$ cat src/rtl/distance_bit_packer.sv
// distance_bit_packer
//   Packs right-aligned variable-length codes (0..IN_W valid bits each) MSB-first into a
//   continuous stream of OUT_W-bit words. A flush request drains all pending full words and
//   then emits the zero-padded partial tail word tagged with out_last and its bit count.
//
// Ports
//   clk, rst_n            rising-edge clock, asynchronous active-low reset
//   code_data/len/valid   code input; valid bits are code_data[code_len-1:0]
//   code_ready            code accepted this cycle when code_valid is also high
//   flush, flush_ack      level flush request; ack pulses when the request is taken
//   out_data/bits/last    packed word, its valid bit count, tail marker
//   out_valid, out_ready  output handshake
//   len_err               sticky: a code with code_len > IN_W was accepted (clamped to IN_W)
//
// Configuration
//   BIT_PACKER_STATS_EN   when defined, adds stat_bits (sum of accepted clamped lengths) and
//                         stat_words (output handshakes), both 32-bit wrapping counters.
module distance_bit_packer #(
    parameter int unsigned IN_W  = 18,
    parameter int unsigned LEN_W = 6,
    parameter int unsigned OUT_W = 16
) (
    input  logic             clk,
    input  logic             rst_n,
    input  logic [IN_W-1:0]  code_data,
    input  logic [LEN_W-1:0] code_len,
    input  logic             code_valid,
    output logic             code_ready,
    input  logic             flush,
    output logic             flush_ack,
    output logic [OUT_W-1:0] out_data,
    output logic [LEN_W-1:0] out_bits,
    output logic             out_last,
    output logic             out_valid,
    input  logic             out_ready,
    output logic             len_err
`ifdef BIT_PACKER_STATS_EN
    ,
    output logic [31:0]      stat_bits,
    output logic [31:0]      stat_words
`endif
);

    localparam int unsigned ACC_W  = OUT_W + IN_W;
    localparam int unsigned FILL_W = $clog2(ACC_W + 1);

    typedef enum logic [1:0] {StRun, StDrain, StTail} state_e;

    state_e             state_q, state_d;
    logic [ACC_W-1:0]   acc_q, acc_d;
    logic [FILL_W-1:0]  fill_q, fill_d;
    logic               len_err_q, len_err_d;

    logic               word_full;
    logic               accept;
    logic               emit;
    logic               len_over;
    logic [LEN_W-1:0]   len_c;
    logic [IN_W-1:0]    code_mask;
    logic [ACC_W-1:0]   code_placed;
    logic [FILL_W-1:0]  place_sh;
    logic [OUT_W-1:0]   tail_mask;

    // ---------------------------------------------------------------- datapath decode
    always_comb begin
        len_over = code_len > LEN_W'(IN_W);
        len_c    = len_over ? LEN_W'(IN_W) : code_len;
        if (len_c >= LEN_W'(IN_W)) begin
            code_mask = '1;
        end else begin
            code_mask = (IN_W'(1) << len_c) - IN_W'(1);
        end
        // Left-justify the code just below the bits already held: its MSB lands on
        // acc[ACC_W-1-fill]. Only evaluated with fill < OUT_W, so the shift stays positive.
        place_sh    = FILL_W'(ACC_W) - FILL_W'(len_c) - fill_q;
        code_placed = ACC_W'(code_data & code_mask) << place_sh;
    end

    assign word_full  = fill_q >= FILL_W'(OUT_W);
    assign code_ready = (state_q == StRun) && !word_full;
    assign accept     = code_valid && code_ready;
    assign out_valid  = word_full || (state_q == StTail);
    assign emit       = out_valid && out_ready;
    // A pending code wins over flush unless the packer cannot take it anyway.
    assign flush_ack  = flush && (state_q == StRun) && (word_full || !code_valid);
    assign len_err    = len_err_q;

    // ---------------------------------------------------------------- output word
    always_comb begin
        tail_mask = ~({OUT_W{1'b1}} >> fill_q);
        out_data  = '0;
        out_bits  = '0;
        out_last  = 1'b0;
        if (state_q == StTail) begin
            out_data = acc_q[ACC_W-1 -: OUT_W] & tail_mask;
            out_bits = LEN_W'(fill_q);
            out_last = 1'b1;
        end else if (word_full) begin
            out_data = acc_q[ACC_W-1 -: OUT_W];
            out_bits = LEN_W'(OUT_W);
        end
    end

    // ---------------------------------------------------------------- next state
    always_comb begin
        acc_d     = acc_q;
        fill_d    = fill_q;
        state_d   = state_q;
        len_err_d = len_err_q | (accept && len_over);

        // accept and emit never coincide: they need fill < OUT_W and fill >= OUT_W resp.
        if (accept) begin
            acc_d  = acc_q | code_placed;
            fill_d = fill_q + FILL_W'(len_c);
        end
        if (emit) begin
            if (state_q == StTail) begin
                acc_d  = '0;
                fill_d = '0;
            end else begin
                acc_d  = acc_q << OUT_W;
                fill_d = fill_q - FILL_W'(OUT_W);
            end
        end

        unique case (state_q)
            StRun: begin
                if (flush_ack) begin
                    if (word_full) begin
                        state_d = StDrain;
                    end else if (fill_q != '0) begin
                        state_d = StTail;
                    end
                end
            end
            StDrain: begin
                if (!word_full) begin
                    state_d = (fill_q == '0) ? StRun : StTail;
                end
            end
            StTail: begin
                if (emit) begin
                    state_d = StRun;
                end
            end
            default: state_d = StRun;
        endcase
    end

    always_ff @(posedge clk or negedge rst_n) begin
        if (!rst_n) begin
            state_q   <= StRun;
            acc_q     <= '0;
            fill_q    <= '0;
            len_err_q <= 1'b0;
        end else begin
            state_q   <= state_d;
            acc_q     <= acc_d;
            fill_q    <= fill_d;
            len_err_q <= len_err_d;
        end
    end

`ifdef BIT_PACKER_STATS_EN
    logic [31:0] stat_bits_q, stat_bits_d;
    logic [31:0] stat_words_q, stat_words_d;

    always_comb begin
        stat_bits_d  = stat_bits_q;
        stat_words_d = stat_words_q;
        if (accept) begin
            stat_bits_d = stat_bits_q + 32'(len_c);
        end
        if (emit) begin
            stat_words_d = stat_words_q + 32'd1;
        end
    end

    always_ff @(posedge clk or negedge rst_n) begin
        if (!rst_n) begin
            stat_bits_q  <= '0;
            stat_words_q <= '0;
        end else begin
            stat_bits_q  <= stat_bits_d;
            stat_words_q <= stat_words_d;
        end
    end

    assign stat_bits  = stat_bits_q;
    assign stat_words = stat_words_q;
`endif

endmodule
$ cat config.mk
export PLATFORM = sky130hd
export DESIGN_NAME = distance_bit_packer
export DESIGN_NICKNAME = d
export VERILOG_FILES = /design/src/rtl/distance_bit_packer.sv
export SDC_FILE = /design/constraint.sdc
export NUM_CORES = 1
export LEC_CHECK = 0
export BUFFER_PORTS_ARGS = -buffer_cell sky130_fd_sc_hd__buf_2
export CAP_MARGIN = 20
export CORE_ASPECT_RATIO = 1.2
export CORE_UTILIZATION = 60
export CTS_BUF_LIST = sky130_fd_sc_hd__clkbuf_2 sky130_fd_sc_hd__clkbuf_4 sky130_fd_sc_hd__clkbuf_8
export DETAILED_ROUTE_END_ITERATION = 6
export GPL_TIMING_DRIVEN = 0
export HOLD_SLACK_MARGIN = 0.08
export PLACE_DENSITY = 0.91
export SLEW_MARGIN = 20
export SYNTH_ARGS = -nofsm -noshare
export SYNTH_HDL_FRONTEND = slang
export SYNTH_SLANG_ARGS = --single-unit
$ cat constraint.sdc
create_clock -name clk -period 5.8 [get_ports clk]
set_input_delay 1.16 -clock clk [delete_from_list [all_inputs] [get_ports clk]]
set_output_delay 1.16 -clock clk [all_outputs]
set_load 0.05 [all_outputs]
==> metrics.csv <==
stage;metric;value;unit
run_status;status;finished clean;
sta;Slew Viols, Final;0;
logic_synthesis;FF+latch count, synth;43;
logic_synthesis;Seq/Total Area, Yosys;0.239;
logic_synthesis;Avg Cell Area, Syn;7.32;sq um
logic_synthesis;most frequent cell after synthesis;nand2_1;
logic_synthesis;Synth Area in Compound Gates;0.333;
clock_network;H-tree depth;2;
global_routing;first-pass GRT wire length;25900;um
place;DP Wirelength;12700;um
clock_network;Max Buffers Root-to-Sink;2;
global_routing;total gr overflow;0;
sta;unrepaired setup endpoints after global routing;false;
logic_synthesis;mapped cell area;0.00450;sq mm
logic_synthesis;Synth Instances;615;
die;floorplan core area;0.00727;sq mm
clock_network;post_cts resized;0;
sta;Fmax achieved;0.185;GHz
route;number of routed nets with antenna violations;0;
place;placed cell area;0.00489;sq mm
worst_setup_path;R2R Setup Slk;1.63;ns
sta;final hold violation count;0;
clock_network;setup bufs post-CTS;0;
die;Initial Utilization;0.619;
sta;setup TNS;0;ns
clock_network;CTS tree;yes;
logic_synthesis;synth cell count leaders;72 x nand2_1, 55 x nor2_1, 51 x a21oi_1;
global_routing;GRT busiest layer;met2;
global_routing;met2 Use GR;0.686;
route;via density per instance;7.12;
sta;max_slew headroom;0.361;
clock_network;Worst-Skew Late Latency;0.31;ns
worst_setup_path;worst flop-to-flop path startpoint;fill_q[2];
sta;final setup fails;0;
worst_setup_path;CP arrival;5.63;ns
clock_network;Post-CTS Hold Buffers;0;
global_routing;met1 Track Usage GR;0.533;
place;GPL Wtd Cong;1.05;
job;max cap viols;0;
die;row count;34;
die;Die Ht;96.9;um
route;Initial DRC Count;677;
die;IO Count;56;
route;post-detailed-route wirelength per cell;21.4;um
global_routing;initial antenna violation count;1;
worst_setup_path;startpoint types;input port;
global_routing;largest net degree at the start of global routing;44;
global_routing;GRT Overall Usage;0.432;
worst_setup_path;endpoint class of the critical path;flip-flop;
worst_setup_path;RR Endpoint;acc_q[29];
sta;final worst setup slack;0.399;ns
cells_and_area;share of post-route cells with drive strength above 1;0.134;
logic_synthesis;simple logic cell fraction of the synthesized area;0.275;
power;power density cells;599;mW/mm^2
worst_setup_path;Crit Path Class;input port to flip-flop;
logic_synthesis;top cells by area, synth;dfrtp_1 24%, nand2_1 6.0%, a21oi_1 5.7%, o21ai_0 4.9%, nor2_1 4.6%;
logic_synthesis;Synth Net Count;660;
die;DIE WIDTH;81.1;um
route;via count;5468;
sta;worst slew pin tran;0.959;ns
clock_network;Clock Sink Count;43;
logic_synthesis;top cell type's share of synthesized area;0.239;
cells_and_area;FILL cells;646;
logic_synthesis;Main synth FF type;dfrtp_1;
worst_setup_path;Critical Path Sink;acc_q[29];
logic_synthesis;Post-synth EDFFs;0;
hold_path;Hold WC Path Type;flip-flop to flip-flop;
route;drt pass-1 iters;6;
cells_and_area;design area;0.00498;sq mm
logic_synthesis;Post-Synth XOR/XNOR Area;0.0214;
cells_and_area;area grow syn2layout;10.6;%
logic_synthesis;Distinct cells, synth;81;
place;port bufs;54;
sta;Worst Skew;0.0111;ns
power;Pleak;2.14;nW
logic_synthesis;Yosys warning total;0;
route;DR DRC count;0;
clock_network;CTS Buf Count;5;
worst_setup_path;Critical path origin;code_len[3];
global_routing;vias in the first global route;4962;
logic_synthesis;post-synthesis mux area share;0.0189;
route;final wirelength;16400;um
place;pre-CTS setup slack;0.319;ns
worst_setup_path;FF-to-FF path depth;10;
logic_synthesis;largest family of logic cells by synthesized area;compound AO/OA/AOI/OAI gates;
sta;Period Utilization, post-route;0.931;
global_routing;met3 Usage GRT;0.0906;
logic_synthesis;area share of fa/ha/maj cells after synthesis;0.0517;
sta;Tmin final;5.40;ns
clock_network;CTS clock-pin slew for the worst setup and hold paths;0.10;ns
clock_network;Root Driver;clkbuf_8;
power;Max IR drop VDD;480;uV
logic_synthesis;dominant cell type by area after synthesis;dfrtp_1;
logic_synthesis;asr flop ratio synth;1.00;
worst_setup_path;CP required;6.03;ns
cells_and_area;nets;721;
worst_setup_path;crit path max fanout;10;
die;die area;0.00786;sq mm
[per-stage QoR]
| step | cells | total power, W | hold WS [ns] | utilization |
|---|---|---|---|---|
| finish | 768 | 0.00298 | 0.480 | 0.685 |
| floorplan | 615 | 0.00207 | 0.440 | - |
| detailed placement | 759 | 0.00267 | 0.459 | 0.672 |
| global route | 767 | 0.00315 | 0.498 | 0.685 |
| global placement | 759 | 0.00263 | 0.453 | 0.672 |
| CTS | 767 | 0.00288 | 0.479 | 0.685 |
[cells by family after synthesis]
family,count (synthesis)
compound gates,219
flops,43
xor+xnor,11
simple gates,248
buf+inv,70
mux,7
fa+ha+maj,17
[worst max-delay path, cell delays in order]
cell      delay, ns
buf_2          0.15
clkbuf_1       0.25
a211o_1        0.28
a21oi_1        0.34
nand2b_1       0.13
ha_1           0.32
ha_1           0.18
inv_1          0.06
fa_1           0.43
nor2b_1        0.17
o21ai_0        0.16
a211o_1        0.40
a21oi_1        0.51
nand2_1        0.30
or4_1          0.64
o211ai_1       0.12
[routing by layer]
| metal | wire, um | vias up | part of all wire |
|---|---|---|---|
| met1 | 5980 | 2510 | 0.36 |
| met4 | 1100 | 0 | 0.067 |
| li1 | - | 2404 | - |
| met2 | 7590 | 468 | 0.46 |
| met5 | 0 | - | 0 |
| met3 | 1760 | 86 | 0.11 |
[state kept, by name, summed over array words and instances, names as in the netlist]
| register | cells |
|---|---|
| len_err | 1 |
| acc_q | 34 |
| state_q | 2 |
| fill_q | 6 |
[area by class of cell]
class                   count  area, sq um  area share
clock buffers               5         68.8      0.0138
multi-input cells         502         3150       0.632
plain buffers              47          193      0.0387
flip-flops and latches     43         1080       0.216
well taps                  90          113      0.0226
repair buffers             54          270      0.0542
diodes                      1         2.50    0.000502
inverters                  23         86.3      0.0173
clock inverters             3         25.0     0.00502
[where the power goes]
group,switching [W],total (W),internal [W]
combinational,0.00162,0.00229,0.000668
sequential,0.0000889,0.000492,0.000403
clock,0.000117,0.000203,0.0000862
[cell usage in the layout, fill, tap and decap left out, types with 7 or more instances in the layout]
cell type,synthesis,routed
nand3_1,27,27
buf_2,7,61
a211oi_1,11,11
inv_1,22,22
nand2_1,72,72
nand4_1,7,7
o21ai_0,44,44
and2_1,12,12
nor3_1,16,16
ha_1,13,13
o211ai_1,16,16
o31ai_1,14,14
nand2b_1,7,7
and3_1,17,17
a21oi_1,51,51
nor2_1,55,55
a31oi_1,8,8
dfrtp_1,43,43
clkbuf_1,36,36
[worst min-delay path by stage]
stage	from	to	cells past startpoint
6_report	acc_q[12]	acc_q[12]	2
5_1_grt	len_err	len_err	1
4_1_cts	acc_q[4]	acc_q[4]	2
3_5_place_dp	acc_q[4]	acc_q[4]	2
3_3_place_gp	acc_q[4]	acc_q[4]	2
2_1_floorplan	acc_q[12]	acc_q[12]	2
Power figures use the tool's default switching activity.
